**config.mk**
```make
export PLATFORM = sky130hd
export DESIGN_NAME = load_store_unit
export DESIGN_NICKNAME = d
export VERILOG_FILES = /design/src/rtl/lsu_pkg.sv /design/src/rtl/load_align.sv /design/src/rtl/load_store_unit.sv
export SDC_FILE = /design/constraint.sdc
export NUM_CORES = 1
export LEC_CHECK = 0
export BUFFER_PORTS_ARGS = -buffer_cell sky130_fd_sc_hd__buf_2
export CAP_MARGIN = 30
export CORE_MARGIN = 3
export CORE_UTILIZATION = 58
export CTS_CLUSTER_DIAMETER = 30
export DETAILED_ROUTE_END_ITERATION = 10
export PLACE_DENSITY_LB_ADDON = 0.08
export SYNTH_ARGS = -nofsm -noshare
export SYNTH_HDL_FRONTEND = slang
export SYNTH_SLANG_ARGS = --single-unit
```
**constraint.sdc**
```tcl
create_clock -name clock -period 16.71 [get_ports clock]
set_clock_uncertainty 0.2 [all_clocks]
set_input_delay 0.8355 -clock clock [delete_from_list [all_inputs] [get_ports clock]]
set_output_delay 0.8355 -clock clock [all_outputs]
set_load 0.02 [all_outputs]
```
**src/rtl/lsu_pkg.sv**
```systemverilog
// Shared size codes, FSM state encoding and size helper for the load/store unit.
package lsu_pkg;

   localparam logic [1:0] SZ_BYTE = 2'd0;
   localparam logic [1:0] SZ_HALF = 2'd1;
   localparam logic [1:0] SZ_UNAL = 2'd2;
   localparam logic [1:0] SZ_WORD = 3'd3;

   typedef enum logic [1:0] {
      IDLE     = 2'd0,
      LD_HI    = 2'd1,
      ST_BYTES = 2'd2
   } state_t;

   // Access width in bytes; the illegal code reports zero.
   function automatic logic [2:0] size_bytes(input logic [1:0] size);
      case (size)
         SZ_BYTE: size_bytes = 3'd1;
         SZ_HALF: size_bytes = 3'd2;
         SZ_WORD: size_bytes = 3'd4;
         default: size_bytes = 3'd0;
      endcase
   endfunction

endpackage

```
**src/rtl/load_align.sv**
```systemverilog
// Lane extraction and sign/zero extension of load data taken from a {hi, lo} word pair.
module load_align
   import lsu_pkg::*;
(
   input  logic [63:0] data,
   input  logic [1:0]  off,
   input  logic [1:0]  size,
   input  logic        sgn,
   output logic [31:0] result
);

   logic [31:0]        shifted;
   logic signed [7:0]  byte_s;
   logic signed [15:0] half_s;

   always_comb begin
      shifted = 32'(data >> {off, 3'b000});
      byte_s  = shifted[7:0];
      half_s  = shifted[15:0];
      case (size)
         SZ_BYTE: result = sgn ? 32'(byte_s) : {24'd0, shifted[7:0]};
         SZ_HALF: result = sgn ? 32'(half_s) : {16'd0, shifted[15:0]};
         default: result = shifted;
      endcase
   end

endmodule

```
**src/rtl/load_store_unit.sv**
```systemverilog
// Converts processor load/store requests into aligned memory accesses, splitting
// misaligned loads into two word reads and misaligned stores into byte writes.
module load_store_unit
   import lsu_pkg::*;
#(
   parameter int SPLIT_MISALIGNED = 1
)
(
   input  logic        clock,
   input  logic        reset,
   input  logic        req_valid,
   output logic        req_ready,
   input  logic        req_we,
   input  logic [1:0]  req_size,
   input  logic        req_signed,
   input  logic [31:0] req_addr,
   input  logic [31:0] req_wdata,
   output logic        resp_valid,
   output logic [31:0] resp_rdata,
   output logic        resp_err,
   output logic [31:0] mem_addr,
   output logic [31:0] mem_wdata,
   output logic [1:0]  mem_size,
   output logic        mem_we,
   output logic        mem_re,
   input  logic [31:0] mem_rdata
);

   state_t      state, state_next;
   logic [31:0] addr_r, wdata_r, lo_r;
   logic [1:0]  size_r;
   logic        sgn_r;
   logic [1:0]  idx;
   logic [2:0]  n_m1;
   logic        last_byte;

   logic        misaligned, reject, split;

   logic [63:0] al_data;
   logic [1:0]  al_off, al_size;
   logic        al_sgn;
   logic [31:0] al_result;

   logic        resp_vld_p1, resp_err_p1;
   logic [31:0] resp_rdata_p1;

   assign req_ready  = (state == IDLE) && !reset;
   assign misaligned = ((req_size == SZ_HALF) && req_addr[0]) ||
                       ((req_size == SZ_WORD) && (req_addr[1:0] != 2'b00));
   assign reject     = (req_size == SZ_UNAL) || (misaligned && (SPLIT_MISALIGNED == 0));
   assign split      = misaligned && !reject;
   assign n_m1       = size_bytes(size_r) - 3'd1;
   assign last_byte  = ({1'b0, idx} == n_m1);

   load_align u_align (
      .data   (al_data),
      .off    (al_off),
      .size   (al_size),
      .sgn    (al_sgn),
      .result (al_result)
   );

   // In IDLE the memory sees the live request; afterwards it sees the captured copy.
   always_comb begin
      state_next = state;
      mem_addr   = '0;
      mem_wdata  = '0;
      mem_size   = SZ_WORD;
      mem_we     = 1'b0;
      mem_re     = 1'b0;
      al_data    = {32'd0, mem_rdata};
      al_off     = req_addr[1:0];
      al_size    = req_size;
      al_sgn     = req_signed;
      if (!reset) begin
         case (state)
            IDLE: begin
               if (req_valid && !reject) begin
                  if (split && req_we) begin
                     mem_we     = 1'b1;
                     mem_addr   = req_addr;
                     mem_size   = SZ_BYTE;
                     mem_wdata  = {24'd0, req_wdata[7:0]};
                     state_next = ST_BYTES;
                  end else if (split) begin
                     mem_re     = 1'b1;
                     mem_addr   = {req_addr[31:2], 2'b00};
                     mem_size   = SZ_WORD;
                     state_next = LD_HI;
                  end else begin
                     mem_we    = req_we;
                     mem_re    = !req_we;
                     mem_addr  = req_addr;
                     mem_size  = req_size;
                     mem_wdata = req_wdata;
                  end
               end
            end
            LD_HI: begin
               mem_re     = 1'b1;
               mem_addr   = {addr_r[31:2], 2'b00} + 32'd4;
               mem_size   = SZ_WORD;
               al_data    = {mem_rdata, lo_r};
               al_off     = addr_r[1:0];
               al_size    = size_r;
               al_sgn     = sgn_r;
               state_next = IDLE;
            end
            ST_BYTES: begin
               mem_we    = 1'b1;
               mem_addr  = addr_r + {30'd0, idx};
               mem_size  = SZ_BYTE;
               mem_wdata = {24'd0, wdata_r[{idx, 3'b000} +: 8]};
               if (last_byte) state_next = IDLE;
            end
            default: state_next = IDLE;
         endcase
      end
   end

   always_ff @(posedge clock) begin
      if (reset) begin
         state         <= IDLE;
         idx           <= 2'd0;
         resp_vld_p1   <= 1'b0;
         resp_err_p1   <= 1'b0;
         resp_rdata_p1 <= '0;
      end else begin
         state         <= state_next;
         resp_vld_p1   <= 1'b0;
         resp_err_p1   <= 1'b0;
         resp_rdata_p1 <= '0;
         case (state)
            IDLE: begin
               if (req_valid) begin
                  if (reject) begin
                     resp_vld_p1 <= 1'b1;
                     resp_err_p1 <= 1'b1;
                  end else if (split) begin
                     idx <= 2'd1;
                  end else begin
                     resp_vld_p1 <= 1'b1;
                     if (!req_we) resp_rdata_p1 <= al_result;
                  end
               end
            end
            LD_HI: begin
               resp_vld_p1   <= 1'b1;
               resp_rdata_p1 <= al_result;
            end
            ST_BYTES: begin
               idx <= idx + 2'd1;
               if (last_byte) resp_vld_p1 <= 1'b1;
            end
            default: ;
         endcase
      end
   end

   // Request capture; the low word of a split load is held for the LD_HI cycle.
   always_ff @(posedge clock) begin
      if (state == IDLE && req_valid) begin
         addr_r  <= req_addr;
         wdata_r <= req_wdata;
         size_r  <= req_size;
         sgn_r   <= req_signed;
         lo_r    <= mem_rdata;
      end
   end

   assign resp_valid = resp_vld_p1;
   assign resp_err   = resp_err_p1;
   assign resp_rdata = resp_rdata_p1;

endmodule

```
* After elaboration in Yosys (flattened, before gate mapping) *
Index checks and enable logic that the tools add are counted.

storage, ports and cells
  flip-flop bits (word level) = 137
  bits of input ports = 103
  output and inout bits = 103
  word-level logic and storage cells = 108

operators by class
  add/subtract/negate cells = 4
  equality and inequality tests = 15
  shifts and indexed selects = 2
  muxes and demuxes = 56
  bitwise gates (word level) = 2
  reduce and logical (&&, ||, !) cells = 19

operator list
  kind                                                                   count
  32-bit 2-to-1 mux                                                      12
  32-bit case mux with 2 select lines                                    3
  64-bit 2-to-1 mux                                                      2
  32-bit case mux with 3 select lines                                    1
  64-bit by 5-bit >> shifter with 32-bit output                          1
  32-bit by 2-bit adder with 32-bit output                               1
  32-bit by 3-bit adder with 32-bit output, second input constant        1
  2-bit 2-to-1 mux                                                       16
  32-bit by 6-bit variable part select with 8-bit output                 1
  1-bit 2-to-1 mux                                                       15
  2-bit case mux with 2 select lines                                     3
  3-bit case mux with 3 select lines                                     1
  2-bit by 1-bit equality test with 1-bit output, second input constant  4
  2-bit equality test, second input constant                             4
  2-bit != test, second input constant                                   4
  1-bit logical AND                                                      7
  2-bit logical NOT                                                      3
  1-bit case mux with 2 select lines                                     2
  4-bit AND reduction                                                    1
  2-bit nonzero test                                                     2
  2-bit by 3-bit equality test with 1-bit output                         1
  1-bit logical NOT                                                      3
  3-bit by 2-bit != test with 1-bit output, second input constant        1
  1-bit case mux with 3 select lines                                     1
  7 further kinds                                                        8

* Logic depth before layout (Yosys ltp) *
  depth after elaboration = 11
  depth in mapped cells = 9
  depth with buffers taken out = 7

* By module *
Synthesis repeated with hierarchy kept, for this count alone.

unflattened totals
  cells, all modules = 724
  area total of the unflattened synthesis = 8060.2 um2

modules (own cells, without submodules)
  module           instances  cells an instance  area each (um2)
  load_store_unit  1          624                6956.7
  load_align       1          100                1103.6

* Least setup slack after synthesis *
OpenSTA, ideal clock, no wires.

  path type = input-to-output
  start point = input req_valid
  end point = output mem_addr[30]
  arrival = 9728 ps
  required time = 15674 ps
  path slack = 5946 ps
  stages on the path = 6
  buffers on the path = 1
  cell sequence = nor3b_1 > and2_1 > clkbuf_1 > nand2_1 > a21o_1 > a221oi_1

on the way
  longest elaborated chain between the ends = 4

ends and longest elaborated chain
  what                                 line                   text
  start, declared                      load_store_unit.sv:11  input logic req_valid,
  1-bit logical AND                    load_store_unit.sv:78  if (req_valid && !reject) begin
  32-bit 2-to-1 mux                    load_store_unit.sv:78
  32-bit case mux with 3 select lines  load_store_unit.sv:76  case (state)
  32-bit 2-to-1 mux                    load_store_unit.sv:75  if (!reset) begin
  end, declared                        load_store_unit.sv:21  output logic [31:0] mem_addr,

Every way passes these cells.

* Worst setup path in the final report *
  start point = register idx[0]
  end point = output mem_addr[26]

on the way
  longest elaborated chain between the ends = 3

ends and longest elaborated chain
  what                                      line                    text
  start, declared                           load_store_unit.sv:33   logic [1:0] idx;
  start signal, assigned                    load_store_unit.sv:152  idx <= idx + 2'd1;
  32-bit by 2-bit adder with 32-bit output  load_store_unit.sv:111  mem_addr = addr_r + {30'd0, idx};
  32-bit case mux with 3 select lines       load_store_unit.sv:76
  32-bit 2-to-1 mux                         load_store_unit.sv:75

Every way passes these cells.

==> impl_metrics.tcl <==
set metrics [dict create \
    outcome "finished, final reports clean" \
    synth_top_area_share_pct 36.4 \
    place_ws_ns 12.51 \
    clkPwrFrac_pct 39.9 \
    yosysUniqueCellTypes 73 \
    fp.dieH_um 125 \
    globalRoute.totalOverflow 0 \
    syn-cell-area_sq_mm 0.00817 \
    vias 7350 \
    wl_per_cell_um 20.3 \
    clk_latency_ns 0.42 \
    startpoint_type "register" \
    drc_errors 0 \
    postSynthCellCount 798 \
    dpl.cell_count 1120 \
    setup_tns_ns 0 \
    grt_pass1_wl_mm 37.2 \
    ir_drop_mv 0.0750 \
    synth.most_common_cell "edfxtp_1" \
    rrSetupSlack_ns 12.97 \
    ys_ff_latch 137 \
    crit_path_end_kind "primary output" \
    hpwl_mm 15.8 \
    globalplace.congestion 0.936 \
    port_buffers 205 \
    fmax_ghz 0.220 \
    finalHoldViolCount 0 \
    switchingPower_mw 0.249 \
    synth_enable_flop_cells 99 \
    areaGrowthSynthToFinish_pct 19.2 \
    cts_setup_buffers 0 \
    ctsHtreeMaxLevel 4 \
    drt-total-wl_mm 23.4 \
    die-area_sq_mm 0.0155 \
    antenna_found_initial 1 \
    std_cell_rows 42 \
    async_flop_share_pct 0 \
    grt_max_degree 60 \
    cp-startpoint "idx[0]" \
    worst_pin_slew_ns 1.06 \
    dr.pass1.iters 7 \
    grt_pass1_vias 7032 \
    grtUsageTotal_pct 29.6 \
    worstPathRequired_ns 15.67 \
    clk_path_buf_depth 2 \
    coreArea_sq_mm 0.0135 \
    slew-limit-headroom_pct 29.5 \
    min_path_type "in -> reg" \
    r2r_cells 6 \
    cts_tree "built" \
    nNetsFinal 1070 \
    internal_power_mw 0.645 \
    power.leakage_nw 3.93 \
    start_util_pct 60.5 \
    numCtsBuffers 17 \
    fillers 1000 \
    min_period_ns 4.54 \
    r2r_start "state[0]" \
    yosys_warnings 0 \
    path_clk_slew_ns 0.06 \
    synth_nets 905 \
    syn_avg_cell_area_sq_um 10.2 \
    setup_slack_ns 12.17 \
    power_density_mw_per_mm2 91.8 \
    post-route-period-util_pct 27.1 \
    seqPwrFrac_pct 45.0 \
    max_cap_violations 0 \
    vias_per_cell 6.37 \
    synth_common_cells "edfxtp_1 (99), nand2_1 (63), nor2_1 (51), dfxtp_1 (38), nand3_1 (38)" \
    root_buffer "clkbuf_16" \
    power_frac_comb_pct 15.1 \
    total_power_mw 0.894 \
    netSwitchingFraction_pct 27.9 \
    synth_top_area_cell "edfxtp_1" \
    rsz0062_at_grt "false" \
    clock-sinks 137 \
    io_pins 206 \
    crit_type "reg -> out" \
    drv_slew 0 \
    ys.flop_type "edfxtp_1" \
    cp.arrival_ns 3.50 \
    ant_nets 0 \
    post_cts_resized 0 \
    reg2reg_to "resp_rdata[25]" \
    dr.first_iter.drc_count 997 \
    ys_seq_area_share_pct 45.7 \
    synthTopCellsByArea "edfxtp_1 (36%), dfxtp_1 (9.3%), mux2_2 (4.5%)" \
    final_cells 1153 \
    final_util_pct 72.1 \
    hold_buffers 0 \
    crit_end "mem_addr[26]" \
    cp_max_fo 14 \
    layout-drive-gt1-share_pct 31.1 \
    die_w_um 125 \
    setup_viol 0 \
]
[placed cells by master (no fill, tap or decap), types with 6 or more instances in the layout]
cell type	count
a211oi_1	16
a21o_1	7
a21oi_1	36
a22oi_1	16
a31oi_1	7
and3_1	28
buf_2	205
buf_4	8
clkbuf_16	17
dfxtp_1	38
edfxtp_1	99
inv_1	6
mux2_2	33
mux2i_1	37
mux4_2	10
nand2_1	63
nand3_1	38
nand4_1	13
nor2_1	51
nor2b_1	23
nor3_1	20
nor4_1	14
o211ai_1	11
o21a_1	14
o21ai_0	23
o22ai_1	11
o311a_1	7
or3_1	8
xnor2_1	13
xor2_1	11
[power groups by stage]
stage / clock, mW / sequential, mW / combinational, mW
6_report: 0.357 / 0.402 / 0.135
3_5_place_dp: 0 / 0.409 / 0.132
5_1_grt: 0.377 / 0.405 / 0.145
2_1_floorplan: 0 / 0.406 / 0.0891
3_3_place_gp: 0 / 0.408 / 0.129
4_1_cts: 0.360 / 0.402 / 0.133
[critical path, stage by stage, from the launching register on]
cell and delay (ns):
dfxtp_1 0.83, ha_1 0.33, fa_1 0.41, nand3_1 0.19, or4_4 0.55, o211a_1 0.26, a211oi_1 0.21, a21oi_1 0.10
buf_2 0.20
[cell families (layout without fill, tap and decap cells)]
logic type,after synthesis,count (layout),share of synthesized area (%)
other,0,1,0
and+or+nand+nor,292,292,19.0
xor gates and xnor gates,24,24,2.57
buffers and inverters,73,251,3.94
DFF,137,137,45.7
AOI/OAI and AO/OA,186,186,15.8
adders and majority gates,4,4,0.704
muxes,82,82,12.3
[how the worst min path moves through the flow]
stage | from | end | slack [ns] | cells after the start
2_1_floorplan | lo_r[0] | resp_rdata[0] | 0.41 | 4
3_3_place_gp | lo_r[4] | resp_rdata[4] | 0.45 | 4
3_5_place_dp | lo_r[1] | resp_rdata[1] | 0.44 | 4
4_1_cts | req_wdata[25] | wdata_r[25] | 0.38 | 1
5_1_grt | req_wdata[15] | wdata_r[15] | 0.38 | 1
6_report | req_wdata[22] | wdata_r[22] | 0.40 | 1
[layer usage]
layer / GRT usage, % / vias to the layer above / part of all wire, %
met5: 0 / - / 0
met4: 9.16 / 0 / 1.9
met3: 7.42 / 40 / 9.8
met2: 45.1 / 435 / 46
met1: 41.9 / 3480 / 42
li1: - / 3395 / -
[stage by stage]
stage / cell area (sq um) / hold slack [ns]
global route: 9740 / 0.381
detailed placement: 9190 / 0.445
floorplan: 8170 / 0.412
global placement: 9190 / 0.446
CTS: 9740 / 0.381
finish: 9740 / 0.397
[state kept, by name (all words and copies together), names as in the netlist]
signal and cells:
addr_r 32, idx 2, lo_r 32, resp_err 1, resp_rdata 32, resp_valid 1, sgn_r 1, size_r 2
state 2, wdata_r 32
[area by class of cell]
cell class,count,area [sq um],share of cell area (%)
Multi-Input combinational cell,588,4120,42.3
Sequential cell,137,3730,38.3
Timing Repair Buffer,213,1090,11.1
Clock buffer,18,429,4.41
Tap cell,176,220,2.26
Clock inverter,14,124,1.27
Inverter,6,22.5,0.231
Antenna cell,1,2.50,0.0257
Power figures use the tool's default switching activity.
